===== src/rtl/mem_sequencer.sv =====
// mem_sequencer: serialises instruction fetches and data loads/stores onto one
// asynchronous 16-bit SRAM, sequencing ce/oe/we with registered strobes.
module mem_sequencer #(
    parameter int ADDR_W      = 18,
    parameter int READ_CYCLES = 2,
    parameter int WE_CYCLES   = 2
) (
    input  logic              clk,
    input  logic              rst,
    input  logic              fetch_req,
    input  logic [15:0]       fetch_addr,
    output logic [15:0]       inst_rdata,
    output logic              inst_ack,
    input  logic [1:0]        mem_ctrl,
    input  logic [15:0]       data_addr,
    input  logic [15:0]       data_wdata,
    output logic [15:0]       data_rdata,
    output logic              data_ack,
    output logic              busy,
    output logic [ADDR_W-1:0] ram_addr,
    input  logic [15:0]       ram_din,
    output logic [15:0]       ram_dout,
    output logic              ram_dout_en,
    output logic              ram_ce_n,
    output logic              ram_oe_n,
    output logic              ram_we_n
);
    typedef enum logic [2:0] {IDLE, I_READ, D_READ, W_SETUP, W_PULSE, W_HOLD} state_t;

    state_t     state_q;
    logic [3:0] cnt_q;
    logic       last_data_q;
    logic       data_v;
    logic       data_win;
    logic       fetch_win;

    assign data_v    = (mem_ctrl == 2'b01) || (mem_ctrl == 2'b10);
    // On contention, last_data_q hands the bus to whoever did not go last.
    assign data_win  = data_v && (!fetch_req || !last_data_q);
    assign fetch_win = fetch_req && !data_win;
    assign busy      = state_q != IDLE;

    always_ff @(posedge clk or posedge rst) begin
        if (rst) begin
            state_q     <= IDLE;
            cnt_q       <= '0;
            last_data_q <= 1'b0;
            ram_addr    <= '0;
            ram_dout    <= '0;
            ram_dout_en <= 1'b0;
            ram_ce_n    <= 1'b1;
            ram_oe_n    <= 1'b1;
            ram_we_n    <= 1'b1;
            inst_rdata  <= '0;
            data_rdata  <= '0;
            inst_ack    <= 1'b0;
            data_ack    <= 1'b0;
        end else begin
            inst_ack <= 1'b0;
            data_ack <= 1'b0;
            case (state_q)
                IDLE: begin
                    if (data_win) begin
                        last_data_q <= 1'b1;
                        ram_addr    <= ADDR_W'(data_addr);
                        ram_ce_n    <= 1'b0;
                        if (mem_ctrl == 2'b01) begin
                            state_q  <= D_READ;
                            ram_oe_n <= 1'b0;
                            cnt_q    <= 4'(READ_CYCLES - 1);
                        end else begin
                            state_q     <= W_SETUP;
                            ram_dout    <= data_wdata;
                            ram_dout_en <= 1'b1;
                        end
                    end else if (fetch_win) begin
                        last_data_q <= 1'b0;
                        ram_addr    <= ADDR_W'(fetch_addr);
                        ram_ce_n    <= 1'b0;
                        ram_oe_n    <= 1'b0;
                        cnt_q       <= 4'(READ_CYCLES - 1);
                        state_q     <= I_READ;
                    end
                end
                I_READ, D_READ: begin
                    if (cnt_q == 4'd0) begin
                        if (state_q == I_READ) begin
                            inst_rdata <= ram_din;
                            inst_ack   <= 1'b1;
                        end else begin
                            data_rdata <= ram_din;
                            data_ack   <= 1'b1;
                        end
                        ram_ce_n <= 1'b1;
                        ram_oe_n <= 1'b1;
                        state_q  <= IDLE;
                    end else begin
                        cnt_q <= cnt_q - 4'd1;
                    end
                end
                W_SETUP: begin
                    ram_we_n <= 1'b0;
                    cnt_q    <= 4'(WE_CYCLES - 1);
                    state_q  <= W_PULSE;
                end
                W_PULSE: begin
                    if (cnt_q == 4'd0) begin
                        ram_we_n <= 1'b1;
                        state_q  <= W_HOLD;
                    end else begin
                        cnt_q <= cnt_q - 4'd1;
                    end
                end
                W_HOLD: begin
                    data_ack    <= 1'b1;
                    ram_ce_n    <= 1'b1;
                    ram_dout_en <= 1'b0;
                    state_q     <= IDLE;
                end
                default: state_q <= IDLE;
            endcase
        end
    end
endmodule


===== config.mk =====
export PLATFORM = sky130hd
export DESIGN_NAME = mem_sequencer
export DESIGN_NICKNAME = d
export VERILOG_FILES = /design/src/rtl/mem_sequencer.sv
export SDC_FILE = /design/constraint.sdc
export NUM_CORES = 1
export LEC_CHECK = 0
export CAP_MARGIN = 10
export CELL_PAD_IN_SITES_DETAIL_PLACEMENT = 1
export CELL_PAD_IN_SITES_GLOBAL_PLACEMENT = 2
export CORE_MARGIN = 4
export CORE_UTILIZATION = 24
export DETAILED_ROUTE_END_ITERATION = 7
export PLACE_DENSITY_LB_ADDON = 0.1
export SLEW_MARGIN = 5
export SYNTH_ARGS = -nofsm -noshare
export SYNTH_HDL_FRONTEND = slang
export SYNTH_SLANG_ARGS = --single-unit

===== constraint.sdc =====
create_clock -name clk -period 2.25 [get_ports clk]
set_input_delay 0.225 -clock clk [delete_from_list [all_inputs] [get_ports clk]]
set_output_delay 0.225 -clock clk [all_outputs]
set_load 0.05 [all_outputs]

==> results of run 1 <==
## cell families after synthesis
group,after synthesis,share of synthesized area
compound gates,47,0.07797
xor+xnor,1,0.002575
fa+ha+maj,3,0.01103
buf+inv,25,0.04413
flops,78,0.5748
mux,65,0.2188
other cells,1,0.001102
simple gates,49,0.06951
## worst min-delay path by stage
stage | start | end | slack [ns]
2_1_floorplan | fetch_req | last_data_q | 0.33
3_3_place_gp | ram_addr[9] | ram_addr[9] | 0.46
3_5_place_dp | ram_addr[7] | ram_addr[7] | 0.47
4_1_cts | rst | ram_dout[1] | 0.26
5_1_grt | rst | inst_rdata[14] | 0.30
6_report | rst | ram_dout[1] | 0.25
## synthesized netlist by cell type, types with 4 or more instances
| cell type | count | area share |
|---|---|---|
| a21oi_1 | 11 | 0.016 |
| nor2_1 | 8 | 0.0088 |
| mux2_4 | 9 | 0.040 |
| o21ai_0 | 25 | 0.037 |
| inv_1 | 8 | 0.0088 |
| buf_2 | 5 | 0.0074 |
| dfrtp_1 | 75 | 0.55 |
| clkbuf_1 | 4 | 0.0044 |
| mux2_2 | 39 | 0.13 |
| mux2i_1 | 17 | 0.050 |
| nand2_1 | 25 | 0.028 |
## flip-flops by register name, summed over array words and instances (netlist names)
register / count
last_data_q: 1
ram_ce_n: 1
state_q: 3
ram_we_n: 1
data_ack: 1
ram_dout_en: 1
ram_dout: 16
ram_addr: 16
data_rdata: 16
ram_oe_n: 1
inst_rdata: 16
inst_ack: 1
cnt_q: 4
## cell type report
class / count / area, um2 / area share
Clock inverter: 5 / 82.58 / 0.01540
Inverter: 9 / 35.03 / 0.006534
Multi-Input combinational cell: 167 / 1304 / 0.2432
Timing Repair Buffer: 151 / 1516 / 0.2828
Sequential cell: 78 / 1956 / 0.3648
Clock buffer: 11 / 242.7 / 0.04527
Tap cell: 180 / 225.2 / 0.04201
## metal layers
| layer | vias up | wire length [um] | share of wire |
|---|---|---|---|
| li1 | 1226 | - | - |
| met1 | 1236 | 4005 | 0.44 |
| met2 | 90 | 4172 | 0.46 |
| met3 | 12 | 762 | 0.084 |
| met4 | 0 | 127 | 0.014 |
| met5 | - | 0 | 0 |
## where the power goes
group / total (mW) / switching [mW] / leakage, nW / internal, mW
sequential: 2.56 / 0.437 / 0.928 / 2.12
combinational: 5.50 / 3.42 / 1.23 / 2.08
clock: 1.57 / 0.567 / 0.160 / 1.00
==> results.py, run 1 <==
metrics = {
    "floorplan": {
        "die_area_um2": 16140,
        "initial_core_util": 0.2451,
        "die_h_um": 127.1,
        "die_width_um": 127.1,
        "core_um2": 13880,
        "rows": 43,
        "ios": 142,
    },
    "critical_path": {
        "cp.depth": 1,
        "path_class": "flip-flop to primary output",
        "worstSetupStartpointType": "flip-flop",
        "crit_chain": "clkdlybuf4s50_1",
        "reg2reg_depth": 3,
        "arrival_ns": 1.70,
        "r2r_start": "state_q[1]",
        "endpoint": "ram_we_n",
        "crit_start": "ram_we_n",
        "critical_path_required_ns": 2.03,
        "critPathSlowestCell": "clkdlybuf4s50_1",
        "cpPeakStageDelay_ns": 0.82,
        "rrSetupSlack_ns": 0.37,
        "path_delay_family": "buffers and inverters",
        "path_max_fanout": 3,
        "cp-end-kind": "primary output",
        "critPathBufInv": 1,
        "reg2reg_to": "data_rdata[14]",
    },
    "sta": {
        "finalHoldViolations": 0,
        "post-route-min-period_ns": 1.923,
        "max_slew_margin": 0.5518,
        "fmax_ghz": 0.5202,
        "worstMarginPinSlew_ns": 0.6652,
        "period_share": 0.8545,
        "final_max_slew_viol_count": 0,
        "hold_ws_ns": 0.2539,
        "rsz0062_at_grt": "false",
        "setup_violations": 0,
        "finalClockSkew_ns": 0.004725,
        "fin_ws_ns": 0.3275,
        "fin_tns_setup_ns": 0,
    },
    "detailed_routing": {
        "num_vias": 2564,
        "drc": 0,
        "wire_per_inst_um": 15.09,
        "routed_wl_um": 9067,
        "via_per_inst": 4.266,
        "drt-initial-drc-count": 75,
        "ant_nets": 0,
        "dr.pass1.iters": 3,
    },
    "clock_network": {
        "post_cts_buffers": 0,
        "cts_resized": 0,
        "htreeDepth": 3,
        "clock_path_buffers": 2,
        "root_buffer": "clkbuf_16",
        "hold_buffers": 0,
        "clk_pin_slew_ns": 0.06,
        "clock_sinks": 78,
        "cts_tree": "built",
        "cts_buffers": 9,
        "clk_latency_ns": 0.34,
    },
    "global_route": {
        "busiest_layer": "met2",
        "antenna_found_initial": 0,
        "met2_usage": 0.1753,
        "grt_use_met3": 0.05477,
        "grt_max_degree": 33,
        "track_usage": 0.1159,
        "use_met1": 0.1458,
        "grt_pass1_vias": 2668,
        "grt_first_pass_wirelength_um": 14390,
        "overflow": 0,
    },
    "yosys": {
        "synth-seq-cells": 78,
        "synth.distinct_cells": 39,
        "async_reset_ff_frac": 1.000,
        "synth_edf_count": 0,
        "synth_area_um2": 3402,
        "avgSynthCellArea_um2": 12.65,
        "synthCells": 269,
        "yosys_warnings": 0,
        "synth.yosys.seq_area_share": 0.5748,
        "ys.flop_type": "dfrtp_1",
    },
    "power": {
        "power_density_nw_per_um2": 1796,
        "p_total_mw": 9.629,
        "leakage_nw": 2.317,
        "irDropWorstVdd_v": 0.0006527,
    },
    "outcome": {
        "status": "finished clean",
    },
    "finish": {
        "area_growth_pct": 57.59,
        "layout_commonest_cell": "clkdlybuf4s50_1",
        "final_area_um2": 5361,
        "antenna_cells": 0,
        "final_layout_size_suffix_gt1_frac": 0.2019,
        "final_cells": 601,
        "utilization": 0.3862,
        "final_cell_mix": "clkdlybuf4s50_1, dfrtp_1, mux2_2, nand2_1, o21ai_0",
        "fillers": 1526,
        "nets": 488,
    },
    "placement": {
        "placed_cell_area_um2": 5036,
        "port_buffers": 139,
        "gp_congestion": 0.7101,
        "dp_slack_ns": 0.01084,
        "dp_hpwl_um": 6723,
        "placed_cells": 585,
    },
    "run": {
        "max_cap_violations": 0,
    },
    "worst_hold_path": {
        "min_path_type": "input port to asynchronous set/reset pin",
    },
}
No activity file was read; power rests on OpenSTA's default activity.
==> inputs of run 2 (changes only) <==
- CORE_UTILIZATION: 24 -> 25
- CTS_BUF_LIST: default -> sky130_fd_sc_hd__clkbuf_2
- HOLD_SLACK_MARGIN: default -> 0.08
==> results.py, run 2 (synthesized netlist as in run 1, its figures left out) <==
metrics = {
    "clock_network": {
        "clk_latency_ns": 0.55,
        "post_cts_buffers": 0,
        "htreeDepth": 3,
        "cts_buffers": 9,
        "cts_tree": "built",
        "clk_pin_slew_ns": 0.24,
        "root_buffer": "clkbuf_2",
        "clock_path_buffers": 2,
        "clock_sinks": 78,
    },
    "critical_path": {
        "critPathSlowestCell": "clkdlybuf4s50_1",
        "crit_chain": "clkdlybuf4s50_1",
        "path_max_fanout": 3,
        "cp-end-kind": "primary output",
        "rrSetupSlack_ns": 0.39,
        "critPathBufInv": 1,
        "critical_path_required_ns": 2.03,
        "reg2reg_depth": 7,
        "worstSetupStartpointType": "flip-flop",
        "path_delay_family": "buffers and inverters",
        "r2r_start": "cnt_q[0]",
        "path_class": "flip-flop to primary output",
        "reg2reg_to": "state_q[0]",
        "crit_start": "ram_dout_en",
        "arrival_ns": 1.82,
        "cpPeakStageDelay_ns": 0.85,
    },
    "outcome": {
        "status": "finished clean",
    },
    "floorplan": {
        "ios": 142,
        "core_um2": 13300,
        "die_width_um": 124.7,
        "initial_core_util": 0.2559,
        "rows": 42,
        "die_area_um2": 15540,
        "die_h_um": 124.7,
    },
    "sta": {
        "finalClockSkew_ns": 0.02838,
        "fmax_ghz": 0.4894,
        "fin_tns_setup_ns": 0,
        "rsz0062_at_grt": "false",
        "post-route-min-period_ns": 2.043,
        "worstMarginPinSlew_ns": 0.5557,
        "finalHoldViolations": 0,
        "final_max_slew_viol_count": 0,
        "max_slew_margin": 0.6284,
        "setup_violations": 0,
        "period_share": 0.9082,
    },
    "detailed_routing": {
        "ant_nets": 0,
        "wire_per_inst_um": 15.86,
        "dr.pass1.iters": 4,
        "via_per_inst": 4.315,
        "num_vias": 2589,
        "routed_wl_um": 9517,
        "drt-initial-drc-count": 114,
        "drc": 0,
    },
    "global_route": {
        "track_usage": 0.1282,
        "overflow": 0,
        "grt_first_pass_wirelength_um": 15660,
        "grt_pass1_vias": 2809,
        "grt_max_degree": 33,
        "antenna_found_initial": 1,
    },
    "worst_hold_path": {
        "min_from": "data_wdata[2]",
        "hold_path_end": "ram_dout[2]",
        "min_path_type": "input port to flip-flop",
        "whs_path_depth": 2,
    },
    "finish": {
        "final_cell_mix": "clkdlybuf4s50_1, dfrtp_1, mux2_2, nand2_1, o21ai_0",
        "final_cells": 600,
        "multi_input_area_um2": 1309,
        "nets": 490,
        "final_layout_size_suffix_gt1_frac": 0.2104,
        "fillers": 1448,
        "layout_commonest_cell": "clkdlybuf4s50_1",
        "area_growth_pct": 51.27,
        "ff_latch_area_um2": 1957,
    },
    "placement": {
        "gp_congestion": 0.6833,
        "port_buffers": 139,
        "dp_hpwl_um": 7084,
        "placed_cells": 582,
    },
    "power": {
        "irDropWorstVdd_v": 0.0005338,
        "leakage_nw": 2.232,
        "power_density_nw_per_um2": 1701,
    },
    "run": {
        "max_cap_violations": 0,
    },
}
## run 2: cell types whose count changed in the layout (fill, tap and decap cells not counted), sizes merged, moves of 2 or more
cell,previous run,this run
bufinv,2,0
clkdlybuf4s50,138,135
clkinvlp,0,2
dlygate4sd2,0,2
## run 2: stage by stage
step | util | setup WS (ns) | hold slack, ns | total power [mW] | area, um2
finish | 0.3871 | 0.2066 | 0.2631 | 8.753 | 5146
global route | 0.3871 | 0.04114 | 0.1799 | 9.324 | 5146
CTS | 0.3862 | 0.005139 | 0.1835 | 8.899 | 5135
detailed placement | 0.3790 | 0.009542 | 0.4701 | 8.206 | 5039
global placement | 0.3790 | 0.01984 | 0.4624 | 8.143 | 5039
floorplan | - | 0.03493 | 0.3281 | 6.241 | 3406
## run 2: repair_timing
item	CTS	global route
endpoints found under the setup margin	2	2
endpoints found under the hold margin	23	0
hold buffers	1	0
resized for setup	2	3
## run 2: layout make-up
class | count | share of cell area
clock buffer | 10 | 0.009725
inverter | 9 | 0.006808
antenna | 1 | 0.0004863
multi-input combinational | 167 | 0.2543
sequential | 78 | 0.3803
timing repair buffer | 153 | 0.2981
tap | 176 | 0.04279
clock inverter | 6 | 0.007537
## run 2: layer usage
metal	vias up	part of all wire	GRT usage
met5	-	0	0
met4	0	0.014	0.04449
met3	8	0.073	0.04803
met2	87	0.46	0.1934
met1	1261	0.46	0.1691
li1	1233	-	-
## run 2: where the power goes
| group | switching (mW) | internal [mW] |
|---|---|---|
| clock | 0.530 | 0.145 |
| sequential | 0.432 | 2.11 |
| combinational | 3.45 | 2.09 |
| total | 4.41 | 4.34 |
## run 2: how the worst max path moves through the flow
stage | slack, ns | cells past startpoint | to
final | 0.21 | 1 | ram_dout_en
after global routing | 0.04 | 1 | ram_dout_en
after CTS | 0.005 | 1 | ram_we_n
after detailed placement | 0.01 | 7 | ram_dout[8]
after global placement | 0.02 | 7 | ram_dout[3]
after floorplan | 0.03 | 1 | cnt_q[0]
